`src/rtl/hdmi_axi_addr_gen.sv`:
```
// hdmi_axi_addr_gen: walks a frame buffer line by line, issuing fixed-length
// AXI read bursts through a kick/busy handshake, throttled by pixel FIFO fill.
module hdmi_axi_addr_gen #(
   parameter int X_SIZE          = 256,
   parameter int Y_SIZE          = 256,
   parameter int BYTES_PER_PIXEL = 4,
   parameter int BURST_WORDS     = 256,
   parameter int FIFO_THRESHOLD  = 6400
) (
   input  logic        clk,
   input  logic        rst,
   input  logic        prefetch_frame,
   input  logic [31:0] base_addr,
   input  logic [31:0] line_stride,
   input  logic [31:0] fifo_level,
   input  logic        busy,
   output logic        kick,
   output logic [31:0] read_addr,
   output logic [31:0] read_num,
   output logic        active,
   output logic        frame_done,
   output logic        overrun
);
   localparam int BPL = X_SIZE / BURST_WORDS;
   localparam int CW = BPL > 1 ? $clog2(BPL) : 1;
   localparam int LW = Y_SIZE > 1 ? $clog2(Y_SIZE) : 1;
   localparam logic [31:0] BURST_BYTES = 32'(BURST_WORDS * BYTES_PER_PIXEL);
   localparam logic [31:0] PACKED = 32'(X_SIZE * BYTES_PER_PIXEL);
   localparam logic [31:0] THRESH = 32'(FIFO_THRESHOLD);
   localparam logic [CW-1:0] COL_LAST = CW'(BPL - 1);
   localparam logic [LW-1:0] LINE_LAST = LW'(Y_SIZE - 1);

   typedef enum logic [1:0] {IDLE, ROOM, ISSUE, ACK} state_t;

   state_t        state_q, state_d;
   logic [31:0]   addr_q, addr_d;
   logic [31:0]   line_base_q, line_base_d;
   logic [31:0]   stride_q, stride_d;
   logic [CW-1:0] col_q, col_d;
   logic [LW-1:0] line_q, line_d;
   logic          active_q, active_d;
   logic          done_q, done_d;
   logic          overrun_q, overrun_d;

   always_ff @(posedge clk) begin
      if (rst) begin
         state_q     <= IDLE;
         addr_q      <= '0;
         line_base_q <= '0;
         stride_q    <= '0;
         col_q       <= '0;
         line_q      <= '0;
         active_q    <= 1'b0;
         done_q      <= 1'b0;
         overrun_q   <= 1'b0;
      end else begin
         state_q     <= state_d;
         addr_q      <= addr_d;
         line_base_q <= line_base_d;
         stride_q    <= stride_d;
         col_q       <= col_d;
         line_q      <= line_d;
         active_q    <= active_d;
         done_q      <= done_d;
         overrun_q   <= overrun_d;
      end
   end

   always_comb begin
      state_d     = state_q;
      addr_d      = addr_q;
      line_base_d = line_base_q;
      stride_d    = stride_q;
      col_d       = col_q;
      line_d      = line_q;
      active_d    = active_q;
      done_d      = 1'b0;
      // a request outside IDLE (including on the final acceptance) is dropped
      overrun_d   = overrun_q | (prefetch_frame && state_q != IDLE);
      case (state_q)
         IDLE: begin
            if (prefetch_frame) begin
               state_d     = ROOM;
               addr_d      = base_addr;
               line_base_d = base_addr;
               stride_d    = line_stride == '0 ? PACKED : line_stride;
               col_d       = '0;
               line_d      = '0;
               active_d    = 1'b1;
            end
         end
         ROOM:  state_d = (fifo_level < THRESH && !busy) ? ISSUE : ROOM;
         ISSUE: state_d = ACK;
         ACK: begin
            if (busy) begin
               if (col_q == COL_LAST && line_q == LINE_LAST) begin
                  state_d  = IDLE;
                  done_d   = 1'b1;
                  active_d = 1'b0;
               end else if (col_q != COL_LAST) begin
                  state_d = ROOM;
                  col_d   = col_q + CW'(1);
                  addr_d  = addr_q + BURST_BYTES;
               end else begin
                  state_d     = ROOM;
                  col_d       = '0;
                  line_d      = line_q + LW'(1);
                  line_base_d = line_base_q + stride_q;
                  addr_d      = line_base_q + stride_q;
               end
            end
         end
         default: state_d = IDLE;
      endcase
   end

   assign kick       = state_q == ISSUE || state_q == ACK;
   assign read_addr  = addr_q;
   assign read_num   = 32'(BURST_WORDS);
   assign active     = active_q;
   assign frame_done = done_q;
   assign overrun    = overrun_q;
endmodule

```
`config.mk`:
```
export PLATFORM = sky130hd
export DESIGN_NAME = hdmi_axi_addr_gen
export DESIGN_NICKNAME = d
export VERILOG_FILES = /design/src/rtl/hdmi_axi_addr_gen.sv
export SDC_FILE = /design/constraint.sdc
export NUM_CORES = 1
export LEC_CHECK = 0
export CAP_MARGIN = 10
export CORE_ASPECT_RATIO = 0.8
export CORE_MARGIN = 3
export CORE_UTILIZATION = 43
export DETAILED_ROUTE_END_ITERATION = 10
export GPL_TIMING_DRIVEN = 0
export PLACE_DENSITY_LB_ADDON = 0.2
export SYNTH_ARGS = -nofsm -noshare
export SYNTH_HDL_FRONTEND = slang
export SYNTH_SLANG_ARGS = --single-unit
```
`constraint.sdc`:
```
create_clock -name clk -period 2.45 [get_ports clk]
set_input_delay 0.3675 -clock clk [delete_from_list [all_inputs] [get_ports clk]]
set_output_delay 0.3675 -clock clk [all_outputs]
set_load 0.02 [all_outputs]
```
======== Word-level counts from Yosys, hierarchy flattened ========
Cells that the tools add are included.
word-level totals
  latch bits .............................. 0
  bits of input ports ..................... 100
  output and inout port bits .............. 68
  memories ................................ 0
  bits in registers ....................... 110
  bits in writable memories ............... 0
  bits in read-only memories .............. 0
  logic and storage cells ................. 72
operators by class
  reduce and logical (&&, ||, !) cells .... 15
  magnitude comparators ................... 1
  add/sub/neg operators ................... 4
  equality and inequality tests ........... 9
  multiply operators ...................... 0
  divide/modulo/power cells ............... 0
  bitwise operators ....................... 4
  shift-type cells ........................ 0
  multiplexer cells ....................... 30
operators with widths
  cell                                                           number
  two-way mux 32 bit                                             8
  case mux 32 bit (2 select lines)                               2
  adder 32 x 11 -> 32 bit (second input constant)                1
  adder 32 bit                                                   1
  logical NOT 32 bit                                             1
  less-than comparator 32 x 13 -> 1 bit (second input constant)  1
  two-way mux 8 bit                                              4
  case mux 8 bit (2 select lines)                                1
  inequality test 2 bit (second input constant)                  5
  two-way mux 1 bit                                              9
  adder 8 x 1 -> 8 bit (second input constant)                   1
  equality test 8 bit (second input constant)                    1
  case mux 2 bit (4 select lines)                                1
  AND reduction 4 bit                                            2
  two-way mux 2 bit                                              3
  AND reduction 5 bit                                            1
  equality test 2 bit (second input constant)                    2
  case mux 1 bit (2 select lines)                                2
  AND reduction 2 bit                                            2
  nonzero test 2 bit                                             2
  logical AND 1 bit                                              3
  NOT 1 bit                                                      3
  OR reduction 3 bit                                             1
  equality test 2 x 1 -> 1 bit (second input constant)           1
  5 further kinds                                                5

======== Longest topological paths before layout ========
  depth in word-level cells ............... 5
  mapped depth ............................ 10
  gate-level depth less buffers ........... 10

======== Least setup slack after synthesis ========
OpenSTA, ideal clock, no wires.
  kind .................................... register to register
  start point ............................. register line_base_q[0]
  end point ............................... register line_base_q[28]
  arrival ................................. 2413 ps
  setup time .............................. 70 ps
  path buffers ............................ 0
  stages on the path, launching flop included .. 11
  setup slack ............................. -33 ps
  required time ........................... 2380 ps
  clock period less this slack ............ 2483 ps
  path through ............................ dfxtp_1 -> ha_1 -> fa_1 -> a21oi_2 -> o21ai_2 -> a21oi_2 -> or3_4 -> a211o_2 -> a21oi_1 -> mux2_2 -> a21oi_1
on the way
  cells in the longest elaborated chain, start to end .. 5
ends and longest elaborated chain
  what                              RTL line  RTL
  from (decl)                       37        logic [31:0] line_base_q, line_base_d;
  from (signal assigned)            59        line_base_q <= line_base_d;
  adder 32 bit                      108       line_base_d = line_base_q + stride_q;
  two-way mux 32 bit                100       end else if (col_q != COL_LAST) begin
  two-way mux 32 bit                96        if (col_q == COL_LAST && line_q == LINE_LAST) begin
  two-way mux 32 bit                95        if (busy) begin
  case mux 32 bit (2 select lines)  80        case (state_q)
Every way passes these cells. The select of a mux whose other input is x is not followed.
A chain may end at the register's enable or synchronous reset.

======== Final worst setup path ========
  start point ............................. register line_base_q[0]
  end point ............................... register addr_q[28], in the netlist read_addr[28]
on the way
  cells in the longest elaborated chain, start to end .. 5
ends and longest elaborated chain
  what                              RTL line  RTL
  adder 32 bit                      109       addr_d = line_base_q + stride_q;
  two-way mux 32 bit                100
  two-way mux 32 bit                96
  two-way mux 32 bit                95
  case mux 32 bit (2 select lines)  80
  to (signal assigned)              58        addr_q <= addr_d;
  to (decl)                         36        logic [31:0] addr_q, addr_d;
Every way passes these cells. The select of a mux whose other input is x is not followed.

==> reports/metrics.yaml <==
run_status: "finished, violations left"
failing_checks: "setup timing"
critical_path_required_ns: 2.75
gpl.final_weighted_congestion: 0.973
die_w_um: 142
place_hpwl_um: 15600
final_antenna_net_count: 0
pre_cts_ws_ns: -0.798
cell_type_with_the_largest_total_area_after_synthesis: "sky130_fd_sc_hd__dfxtp_1"
period_minus_slack_ns: 2.60
worst-setup-path-type: "register to register"
cts_made_buffers: 9
worst_path_dominant_cell_family: "compound AO/OA/AOI/OAI gates"
maximum_cell_stage_delay_along_the_critical_path_ns: 0.37
area_growth_syn_to_layout_pct: 40.9
area_fraction_in_compound_gates_after_synthesis_pct: 24.0
r2r_end: "read_addr[28]$_SDFFE_PP0P_"
std_cell_rows: 38
register_to_register_path_setup_slack_ns: -0.15
cts.reportedPaths.clkPinSlew_ns: 0.08
r2r_cells: 10
layout_worst_path_cycle_share_pct: 106
finish.cell_count_without_fillers: 1174
overflow: 0
critPathBufInv: 0
holdCritPathClass: "input pin to register"
whs_endpoint: "line_base_q[18]$_SDFFE_PP0P_"
timing_worst_slew_pin_value_ns: 0.849
grt_usage_pct: 24.5
regToRegStartpoint: "line_base_q[0]$_SDFFE_PP0P_"
ioPinCount: 168
timing.hold.worst_path_depth: 3
synth_fa_ha_area_share_pct: 7.63
clock_sinks: 99
routed_wire_length_um: 20900
synth_xor_xnor_area_share_pct: 4.43
worst_slack_ns: -0.148
drc_errors: 0
synth_top_family_by_area: "compound AO/OA/AOI/OAI gates"
final_nets: 1127
fraction_of_layout_cells_with_a_size_suffix_above_1_pct: 19.7
critical_path.endpoint_type: "register"
synth_ff_type: "sky130_fd_sc_hd__dfxtp_1"
crit_path_top_delay_cell: "sky130_fd_sc_hd__dfxtp_4"
die-height_um: 114
synth-seq-cells: 99
maxSlewViolCount: 0
first_global_vias: 5851
yosys.cell_types.count: 66
hold_path.startpoint: "rst"
setup_repair_after_global_routing_missed_its_margin: "yes"
synth-simple-area-share_pct: 19.6
max-cap-violations: 0
core-area_um2: 14000
yosysWarnings: 0
synth.area.mux_share_pct: 3.05
critPathMaxFanout: 3
portBuffers: 126
cts_tree: "done"
ys_async_sr_fraction_pct: 0
postSynthAreaPerCell_um2: 7.84
cp.arrival_ns: 2.90
routed.top_layer: "met4"
ctsLongestPathBuffers: 2
die_area_um2: 16200
m1WireLength_um: 9790
start_kind: "register"
drt-initial-drc-count: 604
leakagePower_nw: 3.51
finalClockSkew_ns: 0.0133
final-hold-violation-count: 0
met3_wirelength_um: 1760
synth_enable_flop_cells: 0
max_clock_freq_mhz: 385
cts-htree-levels: 3
finalSetupViolations: 8
grt_start_max_net_pins: 20
clockRootBuffer: "sky130_fd_sc_hd__clkbuf_16"
place_inst: 1143
met2_wirelength_um: 9000
worst_rel_slew_slack_pct: 43.4
list_of_cells_traversed_by_the_critical_path: "ha_4, fa_2, a21oi_2, o21ai_2, a21oi_2, or3_4, a211o_4, a21oi_4, mux2_4, a21oi_2"
vias_per_cell: 5.56
initial_utilization_pct: 45.3
postSynthCellCount: 807
critPathMostFrequentCell: "sky130_fd_sc_hd__a21oi_2"
worst_skew_pair.late_latency_ns: 0.36
irDropWorstVdd_mv: 0.326
wire_per_inst_um: 17.8
firstDrtPassIters: 6
n_antenna_cell: 0
synth_top_cells_by_area: "sky130_fd_sc_hd__dfxtp_1 31%, sky130_fd_sc_hd__ha_1 7.3%, sky130_fd_sc_hd__a21oi_1 7.0%, sky130_fd_sc_hd__nand2_1 6.6%, sky130_fd_sc_hd__nor2_1 5.7%"
postCtsHoldBufs: 0
yosys.area.top_type_share_pct: 31.3
syn-cell-area_um2: 6330
vias: 6531
antenna_found_initial: 0
first_pass_grt_wire_length_um: 31400
power_dens_cells_nw_per_um2: 571
yosysSeqAreaShare_pct: 31.3
cells in the mapped netlist (3+ instances only):
| master | count |
|---|---|
| sky130_fd_sc_hd__nand3_1 | 9 |
| sky130_fd_sc_hd__a2111oi_2 | 3 |
| sky130_fd_sc_hd__a21o_1 | 13 |
| sky130_fd_sc_hd__a211oi_1 | 30 |
| sky130_fd_sc_hd__xor2_1 | 13 |
| sky130_fd_sc_hd__nand4_1 | 15 |
| sky130_fd_sc_hd__nor2_1 | 96 |
| sky130_fd_sc_hd__mux2i_1 | 17 |
| sky130_fd_sc_hd__nand2b_1 | 4 |
| sky130_fd_sc_hd__nand2_1 | 111 |
| sky130_fd_sc_hd__a21oi_2 | 4 |
| sky130_fd_sc_hd__a22oi_1 | 4 |
| sky130_fd_sc_hd__xnor2_1 | 19 |
| sky130_fd_sc_hd__ha_1 | 37 |
| sky130_fd_sc_hd__dfxtp_1 | 99 |
| sky130_fd_sc_hd__a21oi_1 | 89 |
| sky130_fd_sc_hd__inv_1 | 14 |
| sky130_fd_sc_hd__clkbuf_1 | 32 |
| sky130_fd_sc_hd__nor2b_1 | 3 |
| sky130_fd_sc_hd__buf_6 | 8 |
| sky130_fd_sc_hd__o21ai_0 | 28 |
| sky130_fd_sc_hd__and4_1 | 3 |
| sky130_fd_sc_hd__buf_4 | 43 |
| sky130_fd_sc_hd__o21a_1 | 3 |
| sky130_fd_sc_hd__o211ai_1 | 5 |
| sky130_fd_sc_hd__a221oi_1 | 12 |
| sky130_fd_sc_hd__o31ai_1 | 3 |
| sky130_fd_sc_hd__nor3_1 | 16 |
| sky130_fd_sc_hd__o21bai_1 | 9 |
| sky130_fd_sc_hd__nor4_1 | 14 |
| sky130_fd_sc_hd__o22ai_1 | 4 |
| sky130_fd_sc_hd__a31oi_1 | 4 |
logic make-up after synthesis:
group	count (synthesis)
simple gates	282
fa+ha+maj	38
other cells	2
xor+xnor	32
flops	99
buf+inv	103
compound gates	232
mux	19
layout make-up:
class	instances	area, um2
repair buffers	146	1420
fillers	1252	5060
multi-input cells	635	4300
inverters	14	52.6
flip-flops and latches	99	2000
clock inverters	7	114
well taps	180	225
clock buffers	9	225
plain buffers	84	581
what timing repair did:
action	4_1_cts	5_1_grt
endpoints found under the setup margin	59	61
pin swaps	24	41
buffers inserted	10	10
resized for setup	59	69
worst max-delay path by stage:
stage                                      startpoint                            to  cells after the start
final                     line_base_q[0]$_SDFFE_PP0P_    read_addr[28]$_SDFFE_PP0P_                     10
after floorplan           line_base_q[0]$_SDFFE_PP0P_  line_base_q[28]$_SDFFE_PP0P_                     10
after global placement                           busy  line_base_q[25]$_SDFFE_PP0P_                      8
after global routing      line_base_q[0]$_SDFFE_PP0P_    read_addr[28]$_SDFFE_PP0P_                     10
after detailed placement                         busy  line_base_q[25]$_SDFFE_PP0P_                      8
after CTS                     state_q[0]$_SDFFE_PP0P_                          kick                      5
registers in the layout, indices dropped and copies added, names as in the netlist, named ones only:
signal	cells
frame_done	1
state_q	1
read_addr	22
line_q	8
overrun	1
active	1
stride_q	32
line_base_q	32
worst register-to-register path: stages, from the launching register on:
cell,delay (ns)
sky130_fd_sc_hd__dfxtp_4,0.37
sky130_fd_sc_hd__ha_4,0.14
sky130_fd_sc_hd__fa_2,0.23
sky130_fd_sc_hd__a21oi_2,0.07
sky130_fd_sc_hd__o21ai_2,0.22
sky130_fd_sc_hd__a21oi_2,0.11
sky130_fd_sc_hd__or3_4,0.37
sky130_fd_sc_hd__a211o_4,0.37
sky130_fd_sc_hd__a21oi_4,0.19
sky130_fd_sc_hd__mux2_4,0.34
sky130_fd_sc_hd__a21oi_2,0.13
placed cells by master, fill, tap and decap left out, types with 4 or more instances in the layout:
master                            Yosys  final
sky130_fd_sc_hd__ha_4                 0     11
sky130_fd_sc_hd__nand3_1              9      9
sky130_fd_sc_hd__nor2_1              96     91
sky130_fd_sc_hd__nand2_1            111    110
sky130_fd_sc_hd__conb_1               2     32
sky130_fd_sc_hd__clkbuf_1            32     18
sky130_fd_sc_hd__nor3_1              16     14
sky130_fd_sc_hd__a221oi_2             0      6
sky130_fd_sc_hd__mux2i_1             17     16
sky130_fd_sc_hd__ha_1                37     22
sky130_fd_sc_hd__clkbuf_4             1      5
sky130_fd_sc_hd__dfxtp_1             99     88
sky130_fd_sc_hd__a21oi_4              1      5
sky130_fd_sc_hd__xnor2_1             19     16
sky130_fd_sc_hd__a21oi_1             89     76
sky130_fd_sc_hd__clkdlybuf4s50_1      0    125
sky130_fd_sc_hd__ha_2                 0      4
sky130_fd_sc_hd__xor2_1              13     12
sky130_fd_sc_hd__inv_1               14     14
sky130_fd_sc_hd__buf_6                8     10
sky130_fd_sc_hd__a211oi_1            30     28
sky130_fd_sc_hd__nor2_2               0      5
sky130_fd_sc_hd__dfxtp_2              0     10
sky130_fd_sc_hd__nand2b_1             4      4
sky130_fd_sc_hd__a221oi_1            12      6
sky130_fd_sc_hd__a2111oi_2            3      4
sky130_fd_sc_hd__buf_4               43     62
sky130_fd_sc_hd__a21o_1              13     13
sky130_fd_sc_hd__o21bai_1             9      8
sky130_fd_sc_hd__o21ai_0             28     20
sky130_fd_sc_hd__nor4_1              14     14
sky130_fd_sc_hd__clkbuf_16            0      9
sky130_fd_sc_hd__nand4_1             15     15
sky130_fd_sc_hd__a21oi_2              4     13
sky130_fd_sc_hd__o211ai_1             5      5
sky130_fd_sc_hd__o21ai_1              2      7
through the flow:
stage | power [mW] | instance area [um2] | setup TNS [ns] | util, % | hold WS, ns
global placement | 3.27 | 7930 | -27.91 | 56.7 | 0.450
finish | 5.09 | 8910 | -0.426 | 63.8 | 0.358
CTS | 4.96 | 8560 | -0.351 | 61.2 | 0.354
floorplan | 2.76 | 6440 | 0 | - | 0.440
detailed placement | 3.28 | 7930 | -27.33 | 56.7 | 0.457
global route | 5.29 | 8910 | -2.58 | 63.8 | 0.359
report_power, final:
part           internal [mW]  switching [mW]
clock                  0.923           0.713
sequential              1.75           0.113
combinational          0.725           0.866
total                   3.40            1.69
per-layer routing:
| layer | up-vias | global-route usage [%] |
|---|---|---|
| met4 | 0 | 5.24 |
| li1 | 3173 | - |
| met1 | 3055 | 36.9 |
| met3 | 33 | 5.72 |
| met5 | - | 0 |
| met2 | 270 | 35.6 |
No activity file was read; power rests on OpenSTA's default activity.
